[config.mk]
export PLATFORM = sky130hd
export DESIGN_NAME = serial_paralelo_rx
export DESIGN_NICKNAME = d
export VERILOG_FILES = /design/src/rtl/serial_paralelo_rx.sv
export SDC_FILE = /design/constraint.sdc
export NUM_CORES = 1
export LEC_CHECK = 0
export ABC_AREA = 1
export CORE_ASPECT_RATIO = 2
export CORE_UTILIZATION = 30
export DETAILED_ROUTE_END_ITERATION = 12
export HOLD_SLACK_MARGIN = 0.1
export PLACE_DENSITY = 0.51
export SKIP_LAST_GASP = 1
export SLEW_MARGIN = 20
export SYNTH_ARGS = -nofsm -noshare
export SYNTH_HDL_FRONTEND = slang
export SYNTH_SLANG_ARGS = --single-unit
[constraint.sdc]
create_clock -name clk_32f -period 1.3 [get_ports clk_32f]
set_input_delay 0.26 -clock clk_32f [delete_from_list [all_inputs] [get_ports clk_32f]]
set_output_delay 0.26 -clock clk_32f [all_outputs]
set_load 0.05 [all_outputs]
[src/rtl/serial_paralelo_rx.sv]
// Receive-side deserializer for one PHY lane.
// It shifts in one serial bit (MSB first) per clk_32f edge, hunts bit by bit
// for the COM symbol, and confirms byte alignment over LOCK_COUNT consecutive
// COMs. Once locked, it delivers each non-COM byte with a one-cycle valid strobe.
module serial_paralelo_rx #(
  parameter logic [7:0]  COM        = 8'hBC,
  parameter int unsigned LOCK_COUNT = 4
) (
  input  logic       clk_32f,
  input  logic       reset_L,
  input  logic       data_in,
  output logic [7:0] data_out,
  output logic       valid_out,
  output logic       active
);

  typedef enum logic [1:0] {
    ST_SEARCH  = 2'd0,
    ST_LOCKING = 2'd1,
    ST_ACTIVE  = 2'd2
  } state_t;

  // com_cnt value at which the next aligned COM completes the lock
  localparam logic [3:0] LOCK_LAST = 4'(LOCK_COUNT - 1);

  state_t     state;
  logic [7:0] sr;
  logic [7:0] sr_next;
  logic [2:0] bit_cnt;
  logic [3:0] com_cnt;
  logic       byte_done;
  logic       is_com;

  // Shift-register lookahead: the byte as it will stand after this edge
  always_comb begin
    sr_next   = {sr[6:0], data_in};
    is_com    = (sr_next == COM);
    byte_done = (bit_cnt == 3'd7);
  end

  // Alignment FSM, bit/COM counters and registered outputs
  always_ff @(posedge clk_32f or negedge reset_L) begin
    if (!reset_L) begin
      state     <= ST_SEARCH;
      sr        <= 8'h00;
      bit_cnt   <= 3'd0;
      com_cnt   <= 4'd0;
      data_out  <= 8'h00;
      valid_out <= 1'b0;
      active    <= 1'b0;
    end else begin
      sr        <= sr_next;
      valid_out <= 1'b0;
      case (state)
        ST_SEARCH: begin
          // Any bit position may start a byte: compare on every edge
          bit_cnt <= 3'd0;
          com_cnt <= 4'd0;
          if (is_com) begin
            com_cnt <= 4'd1;
            state   <= ST_LOCKING;
          end
        end
        ST_LOCKING: begin
          bit_cnt <= bit_cnt + 3'd1;
          if (byte_done) begin
            if (is_com && (com_cnt == LOCK_LAST)) begin
              state  <= ST_ACTIVE;
              active <= 1'b1;
            end else if (is_com) begin
              com_cnt <= com_cnt + 4'd1;
            end else begin
              // Misaligned or false comma: drop the byte and hunt again
              state   <= ST_SEARCH;
              com_cnt <= 4'd0;
            end
          end
        end
        ST_ACTIVE: begin
          // Locked for good; COMs are idle fill and never reach data_out
          bit_cnt <= bit_cnt + 3'd1;
          if (byte_done && !is_com) begin
            data_out  <= sr_next;
            valid_out <= 1'b1;
          end
        end
        default: begin
          state <= ST_SEARCH;
        end
      endcase
    end
  end

endmodule

# ---- After elaboration in Yosys (flattened, before gate mapping)
# Cells that the tools add are included.
dict set report classes {
  mux 13
  n_bitwise 1
  multipliers 0
  addsub 2
  reduce_logical 11
  div 0
  n_shift 0
  n_eq_ne 9
  magnitude_cmp 0
}
# op n
set op_table {}
lappend op_table {{$mux W4} 3}
lappend op_table {{$eq A8 B8 Y1 const B} 1}
lappend op_table {{$mux W2} 4}
lappend op_table {{$pmux W4 S2} 1}
lappend op_table {{$ne A2 B2 Y1 const B} 3}
lappend op_table {{$pmux W2 S3} 1}
lappend op_table {{$pmux W3 S2} 1}
lappend op_table {{$reduce_and A3 Y1} 2}
lappend op_table {{$add A4 B1 Y4 const B} 1}
lappend op_table {{$eq A4 B2 Y1 const B} 1}
lappend op_table {{$reduce_and A4 Y1} 1}
lappend op_table {{$reduce_bool A2 Y1} 2}
lappend op_table {{$add A3 B1 Y3 const B} 1}
lappend op_table {{$eq A3 B3 Y1 const B} 1}
lappend op_table {{$mux W1} 3}
lappend op_table {{$ne A3 B3 Y1 const B} 1}
lappend op_table {{$eq A2 B1 Y1 const B} 1}
lappend op_table {{$eq A2 B2 Y1 const B} 1}
lappend op_table {{$logic_and A1 B1 Y1} 2}
lappend op_table {{$logic_not A2 Y1} 1}
lappend op_table {{$reduce_and A2 Y1} 1}
lappend op_table {{$reduce_or A2 Y1} 1}
lappend op_table {{$logic_not A1 Y1} 1}
lappend op_table {{$not A1 Y1} 1}
dict set report word_totals {
  mem_bits_ro 0
  output_inout_bits 10
  ff_bits 26
  in_bits 3
  memories 0
  ramBits 0
  latchBits 0
  wordCells 43
}

# ---- Logic depth before layout (Yosys ltp)
# Gate-level depths: netlist of run 1.
dict set report logic_depth {
  word_depth 5
  ltp_mapped 9
  ltp_nobuf 9
}

# ---- Worst setup path before layout of run 1
# Ideal clock, no wire load.
dict set report synth_timing {
  kind {register to register}
  start {register bit_cnt[0]}
  end {register com_cnt[1]}
  n_path_buf 0
  period_less_slack_ps 1351
  arrival_time_ps 1234
  required_ps 1183
  setup_ps 117
  stages_incl_launch_ff 9
  setup_slack_ps -51
  cell_sequence {dfrtp_1 ha_1 ha_1 inv_1 nand2_1 o21ai_2 inv_1 nand4_1 nand2_1}
}
dict set report synth_between {
  elab_chain_cells 3
}
# item line_no
set synth_lines {}
lappend synth_lines {{start, declared} 29} ;# logic [2:0] bit_cnt;
lappend synth_lines {{start signal, assigned} 65} ;# bit_cnt <= bit_cnt + 3'd1;
lappend synth_lines {{start signal, assigned} 81} ;# bit_cnt <= bit_cnt + 3'd1;
lappend synth_lines {{$eq A3 B3 Y1} 38} ;# byte_done = (bit_cnt == 3'd7);
lappend synth_lines {{$ne A2 B2 Y1 (no source line)} n/a}
lappend synth_lines {{$reduce_and A3 Y1 (no source line)} n/a}
lappend synth_lines {{end signal, assigned} 71} ;# com_cnt <= com_cnt + 4'd1;
lappend synth_lines {{end, declared} 30} ;# logic [3:0] com_cnt;
# No other way between the ends.
# A chain may end at the register's enable or synchronous reset.

# ---- Worst setup path after layout of run 1
dict set report layout_timing {
  start {register state[0]}
  end {register state[1]}
}
dict set report layout_between {
  elab_chain_cells 3
  elab_cells_between_ends 9
  classes_between {5 x eq/ne; 1 x mux; 1 x bitwise; 2 x reduce/logical}
}
# item line_no
set layout_lines {}
lappend layout_lines {{start, declared} 26} ;# state_t state;
lappend layout_lines {{start signal, assigned} 44} ;# state <= ST_SEARCH;
lappend layout_lines {{start signal, assigned} 61} ;# state <= ST_LOCKING;
lappend layout_lines {{start signal, assigned} 68} ;# state <= ST_ACTIVE;
lappend layout_lines {{$eq A2 B1 Y1 (tied with other cells)} 54} ;# case (state)
lappend layout_lines {{$ne A3 B3 Y1 (no source line) (tied with other cells)} n/a}
lappend layout_lines {{$reduce_and A4 Y1 (no source line)} n/a}
# Parallel ways exist; a longest one is shown, timed or not.

==> summary.txt, run 1 <==
Pwr
  – Post-layout power: 2.45 mW
  – PD cells: 1280 nW/um2
  – Net Sw Frac: 30.7%
  – Leak: 0.913 nW
  – Int Pwr: 1.69 mW
  – Flop pwr share: 37.2%
  – Gate power share: 35.2%
  – VDD IR max: 1030 uV
  – Clock Power Share: 27.5%
  – Net Switching: 752 uW

Clock network
  – CTS tree: built
  – CTS buffer count: 3
  – Hold_buf cts: 0
  – CTS Sinks: 26
  – Clock root buffer: clkbuf_8
  – Clk_lat worst skew: 0.27 ns
  – H-tree depth: 1
  – Reg clk slew, reported paths: 0.10 ns
  – CTS Buffer Depth: 2

Logic synthesis
  – Async SR Flop Fraction: 100%
  – Yosys synthesis warning count: 0
  – Synth top area cells: dfrtp_1, nand2_1, ha_1
  – Top FF cell, synth: dfrtp_1
  – Post-synthesis sequential area ratio: 50.4%
  – Gate Count Post-Synth: 135
  – Post-synth top area share: 50.4%
  – EDFF count, synth: 0
  – Post-Syn Nets: 146
  – Synth area leader: dfrtp_1
  – #FFs+latches synth: 26
  – Distinct cells, synth: 19
  – Synthesized cell area: 1290 um2
  – Syn Area/Cell: 9.56 um2

Status
  – Violated checks: setup timing
  – Status: finished, violations left

Layout
  – Ant. Diodes: 0
  – Share of cells above drive strength 1: 48.3%
  – Layout Utilization: 46.8%
  – Final nets: 184
  – Area Growth Syn to Fin: 48.4%
  – Filler instances: 372

Worst setup path
  – CP Capture Type: flop
  – Critical Path AT: 1.54 ns
  – Crit path kind: reg -> reg
  – Required time worst endpoint: 1.52 ns
  – Crit path launch type: flop
  – Peak fanout along the critical path: 4

Drt
  – Via count: 996
  – Post-route DRC: 0
  – WL final: 2530 um
  – Avg WL per Cell: 11.3 um
  – Vias per std cell: 4.45
  – ANT nets after route: 0
  – Detailed Route Iter0 Violations: 13
  – First drt pass iteration count: 4

Timing
  – Slew @ Worst Pin: 0.176 ns
  – RSZ-0062 raised after global routing: true
  – Setup total negative slack: -0.0837 ns
  – Max Fclk: 757 MHz
  – Final Cycle Share: 102%
  – Final setup margin: -0.0203 ns
  – Final Hold Fails: 0
  – Final worst path period need: 1.32 ns
  – Max Slew Vio Count: 0
  – Final setup viols: 10
  – Max_slew headroom: 88.2%
  – Clk_skew: 0.00543 ns

Global route
  – Largest net degree at the start of global routing: 27
  – Initial antenna violation count: 0
  – First-pass GRT wire length: 4330 um
  – Total global routing overflow: 0
  – GRT Overall Usage: 12.2%
  – Vias in the first global route: 1,063

Min path
  – HP Class: in -> async

Die
  – Starting Density: 31.6%
  – Die height: 94.7 um
  – Site row count: 33
  – Io pins: 13
  – Die Width: 48.4 um
  – Core Area: 4090 um2
  – Die area: 4580 um2

Flow run
  – Max_cap viols: 0

Place
  – Port bufs: 12
  – Hpwl dp: 1870 um
  – RD Place Congestion: 0.782
layout by cell type (no fill, tap or decap), types with 3 or more instances in the layout:
master    Yosys  final
a21oi_1       5      4
buf_12        1     11
buf_4         0     16
buf_6         0      5
clkbuf_8      0      3
dfrtp_1      26     26
ha_2          0      4
inv_1        13      8
inv_2         4      8
nand2_1      34     32
nand2_2       9     11
nand3_1       9      6
nand3_2       1      3
nor2_1        7      5
nor2_2        3      3
nor2_4        4      6
o21ai_2       5      4
cells in the mapped netlist (2+ instances only):
library cell  instances
nand2_1              34
dfrtp_1              26
inv_1                13
nand2_2               9
nand3_1               9
ha_1                  8
nor2_1                7
a21oi_1               5
o21ai_2               5
inv_2                 4
nor2_4                4
nor2_2                3
nand4_1               2
per-stage QoR:
stage	hold WS (ns)	setup WS (ns)	cells	area, um2
6_report	0.344	-0.0203	224	1910
4_1_cts	0.352	-0.0229	223	1840
3_3_place_gp	0.408	-0.202	216	1710
2_1_floorplan	-0.0356	0.000717	135	1290
3_5_place_dp	0.404	-0.225	216	1710
5_1_grt	0.364	-0.100	224	1910
registers in the layout, indices dropped and copies added, names as in the netlist:
register,cells
active,1
data_out,8
sr,7
state,2
bit_cnt,3
valid_out,1
com_cnt,4
what timing repair did:
| item | in CTS | in global routing |
|---|---|---|
| buffers inserted | 3 | 1 |
| pin swaps | 5 | 11 |
| setup endpoints to repair | 14 | 16 |
| resized for setup | 9 | 20 |
cells by family after synthesis:
group	count (synthesis)	share of synthesized area [%]
adders and majority gates	8	7.76
and+or+nand+nor	71	28.7
xor gates and xnor gates	1	0.679
buffers and inverters	18	6.50
AOI/OAI and AO/OA	11	5.92
DFF	26	50.4
power by group through the flow:
stage / logic (mW) / registers, mW / clock network, mW
final: 0.862 / 0.911 / 0.674
after global routing: 0.960 / 0.918 / 0.713
after CTS: 0.751 / 0.908 / 0.690
after detailed placement: 0.633 / 0.925 / 0
after global placement: 0.613 / 0.922 / 0
after floorplan: 0.370 / 0.924 / 0
final timing paths:
kind	start	endpoint	slack, ns	depth (start not counted)
max	state[0]	state[1]	-0.02	9
min	reset_L	active	0.34	2
max reg2reg	state[0]	state[1]	-0.02	9
min reg2reg	sr[1]	sr[2]	0.43	0
max in group asynchronous	reset_L	sr[0]	0.81	2
min in group clk_32f	sr[1]	sr[2]	0.43	0
layout make-up:
class	count	area, um2	share of cell area [%]
clock buffer	3	41.3	2.16
clock inverter	1	30.0	1.57
inverter	17	66.3	3.46
multi-input combinational	91	644	33.7
sequential	26	651	34.0
tap	52	65.1	3.40
timing repair buffer	34	417	21.8
worst max-delay path: stages, from the launching register on:
cell	delay (ns)
dfrtp_1	0.41
buf_6	0.13
ha_4	0.18
inv_4	0.07
nor2_4	0.04
nor2_4	0.13
inv_1	0.06
a21oi_2	0.10
nand3_1	0.09
nand2_1	0.07
per-layer routing:
metal / part of all wire (%) / track usage, % / vias to the layer above / routed length (um)
li1: - / - / 498 / -
met1: 37 / 11.9 / 482 / 929
met2: 59 / 23.6 / 12 / 1500
met3: 2.1 / 1.45 / 4 / 53
met4: 1.8 / 7.84 / 0 / 46
met5: 0 / 0 / - / 0
(Power assumes the default switching activity.)
==> run 2, diff against run 1 <==
--- a/config.mk
+++ b/config.mk
@@ -7,10 +7,10 @@
 export LEC_CHECK = 0
 export ABC_AREA = 1
 export CORE_ASPECT_RATIO = 2
-export CORE_UTILIZATION = 30
+export CORE_UTILIZATION = 35
 export DETAILED_ROUTE_END_ITERATION = 12
-export HOLD_SLACK_MARGIN = 0.1
-export PLACE_DENSITY = 0.51
+export HOLD_SLACK_MARGIN = 0.05
+export PLACE_DENSITY = 0.57
 export SKIP_LAST_GASP = 1
 export SLEW_MARGIN = 20
 export SYNTH_ARGS = -nofsm -noshare
==> run 2 against run 1 <==
  * Die area shrank 14%
  * First-iteration DRC count grew 110%
  * Critical endpoint unchanged
  * Clock skew grew 0.0050 ns
  * Global-route usage grew 3.7 points
  * Critical path type unchanged
  * Combinational power shrank 13%
  * Largest cell class unchanged
  * Utilization grew 7.4 points
  * The run still ends with setup timing left
  * Final area shrank 2.2%
  * Routed wire length grew 3.4%
  * Register-to-register slack is essentially flat
==> summary.txt, run 2 (synthesis gave the netlist of run 1 again) <==
Status
  – Status: finished, violations left (unchanged)
  – Violated checks: setup timing (unchanged)

Die
  – Die area: 3950 um2 (was 4580 um2)
  – Site row count: 30 (was 33)
  – Die height: 87.9 um (was 94.7 um)
  – Core Area: 3450 um2 (was 4090 um2)
  – Die Width: 44.9 um (was 48.4 um)
  – Starting Density: 37.4% (was 31.6%)
  – Io pins: 13 (unchanged)

Drt
  – Vias per std cell: 4.49 (was 4.45)
  – Detailed Route Iter0 Violations: 27 (was 13)
  – Post-route DRC: 0 (unchanged)
  – Via count: 983 (was 996)
  – First drt pass iteration count: 4 (unchanged)
  – ANT nets after route: 0 (unchanged)
  – WL final: 2620 um (was 2530 um)
  – Avg WL per Cell: 11.9 um (was 11.3 um)

Place
  – Pre-CTS WS: -0.246 ns (was -0.225 ns)
  – Port bufs: 12 (unchanged)
  – Area after DPL: 1690 um2 (was 1710 um2)
  – Hpwl dp: 1890 um (was 1870 um)
  – RD Place Congestion: 0.851 (was 0.782)

Clock network
  – Hold_buf cts: 0 (unchanged)
  – CTS Sinks: 26 (unchanged)
  – H-tree depth: 1 (unchanged)
  – CTS tree: built (unchanged)
  – CTS buffer count: 3 (unchanged)
  – CTS Buffer Depth: 2 (unchanged)
  – Clock root buffer: clkbuf_8 (unchanged)
  – Reg clk slew, reported paths: 0.09 ns (was 0.10 ns)
  – Clk_lat worst skew: 0.28 ns (was 0.27 ns)

Worst setup path
  – CP Capture Type: flop (unchanged)
  – Worst path depth: 8 (was 9)
  – R2R cell count: 8 (was 9)
  – Worst path max stage delay: 0.40 ns (was 0.41 ns)
  – Crit path max-delay family: flip-flops (unchanged)
  – CP max stage cell: dfrtp_1 (unchanged)
  – Crit path launch type: flop (unchanged)
  – CP startpoint: bit_cnt[0] (was state[0])
  – Worst r2r src: bit_cnt[0] (was state[0])
  – Crit path buf inv count: 1 (was 3)
  – Worst-path cell chain: ha_2, ha_4, nor2_1, nor2_2, inv_1, a21oi_1, nand3_1, nand2_1 (was buf_6, ha_4, inv_4, nor2_4, nor2_4, inv_1, a21oi_2, nand3_1, nand2_1)
  – Peak fanout along the critical path: 3 (was 4)
  – Required time worst endpoint: 1.46 ns (was 1.52 ns)
  – Crit path kind: reg -> reg (unchanged)
  – Critical Path AT: 1.49 ns (was 1.54 ns)

Timing
  – Final setup viols: 2 (was 10)
  – Slew @ Worst Pin: 0.179 ns (was 0.176 ns)
  – Final Cycle Share: 102% (about the same)
  – Worst hold margin: 0.326 ns (was 0.344 ns)
  – Clk_skew: 0.0104 ns (was 0.00543 ns)
  – Final worst path period need: 1.33 ns (was 1.32 ns)
  – Max Slew Vio Count: 0 (unchanged)
  – RSZ-0062 raised after global routing: true (unchanged)
  – Max_slew headroom: 88.0% (was 88.2%)
  – Setup total negative slack: -0.0394 ns (was -0.0837 ns)
  – Max Fclk: 752 MHz (was 757 MHz)
  – Final setup margin: -0.0300 ns (was -0.0203 ns)
  – Final Hold Fails: 0 (unchanged)

Layout
  – Top flop regs: data_out x8, sr x7, com_cnt x4 (unchanged)
  – Most frequent cells in the layout: nand2_1, dfrtp_1, buf_4, nand2_2, buf_12 (unchanged)
  – Commonest non-fill, non-tap cell in the layout: nand2_1 (unchanged)
  – Max reg flops: 8 (unchanged)
  – Final nets: 183 (was 184)
  – Share of cells above drive strength 1: 48.0% (was 48.3%)
  – Finished layout cell area: 1870 um2 (was 1910 um2)
  – Ant. Diodes: 0 (unchanged)
  – Largest register by flop count: data_out (unchanged)
  – Area Growth Syn to Fin: 45.1% (was 48.4%)

Pwr
  – Flop pwr share: 39.6% (was 37.2%)
  – Post-layout power: 2.36 mW (was 2.45 mW)
  – Gate power share: 31.9% (was 35.2%)
  – Net Switching: 717 uW (was 752 uW)
  – Net Sw Frac: 30.4% (was 30.7%)
  – PD cells: 1260 nW/um2 (was 1280 nW/um2)
  – VDD IR max: 1310 uV (was 1030 uV)
  – Clock Power Share: 28.5% (was 27.5%)
  – Int Pwr: 1.64 mW (was 1.69 mW)
  – Leak: 0.904 nW (was 0.913 nW)

Flow run
  – Max_cap viols: 0 (unchanged)

Global route
  – Vias in the first global route: 1,028 (was 1,063)
  – Initial antenna violation count: 0 (unchanged)
  – First-pass GRT wire length: 4540 um (was 4330 um)
  – Total global routing overflow: 0 (unchanged)
  – Largest net degree at the start of global routing: 27 (unchanged)
  – GRT Overall Usage: 15.8% (was 12.2%)

Min path
  – HP Class: in -> async (unchanged)
[run 2: final timing paths]
kind	endpoint	slack [ns]
max in group asynchronous	state[0]	0.79
min in group clk_32f	sr[3]	0.43
worst min-delay path	data_out[6]	0.33
worst min register to register	sr[3]	0.43
worst max-delay path	state[1]	-0.03
worst max register to register	state[1]	-0.03
[run 2: what timing repair did]
action / CTS / global route
setup endpoints to repair: 14 / 16
pin swaps: 4 / 3
resized for setup: 15 / 9
buffers inserted: 1 / 3
[run 2: layout make-up]
class,instances,area (um2)
fill,330,1580
sequential,26,652
multi-input combinational,91,623
timing repair buffer,33,402
inverter,17,63.8
tap,48,60.1
clock buffer,3,41.3
clock inverter,1,30.0
[run 2: per-stage QoR]
step,util (%),cells
2_1_floorplan,-,135
4_1_cts,52.8,216
6_report,54.2,219
5_1_grt,54.2,219
3_3_place_gp,49.0,211
3_5_place_dp,49.0,211
[run 2: power by group through the flow]
| stage | Combinational [mW] | Clock [mW] | Sequential [mW] |
|---|---|---|---|
| after floorplan | 0.370 | 0 | 0.924 |
| after global placement | 0.607 | 0 | 0.924 |
| after detailed placement | 0.640 | 0 | 0.930 |
| after CTS | 0.726 | 0.691 | 0.930 |
| after global routing | 0.841 | 0.716 | 0.942 |
| final | 0.753 | 0.672 | 0.933 |
[run 2: layer usage]
metal	track usage (%)	vias up	wire, um
li1	-	494	-
met1	18.4	470	1040
met2	27.0	14	1470
met3	2.47	5	48
met4	7.99	0	55
met5	0	-	0
[run 2: worst register-to-register path, stage by stage (launching register included)]
cell	delay, ns
dfrtp_1	0.40
ha_2	0.20
ha_4	0.17
nor2_1	0.16
nor2_2	0.07
inv_1	0.05
a21oi_1	0.03
nand3_1	0.09
nand2_1	0.06
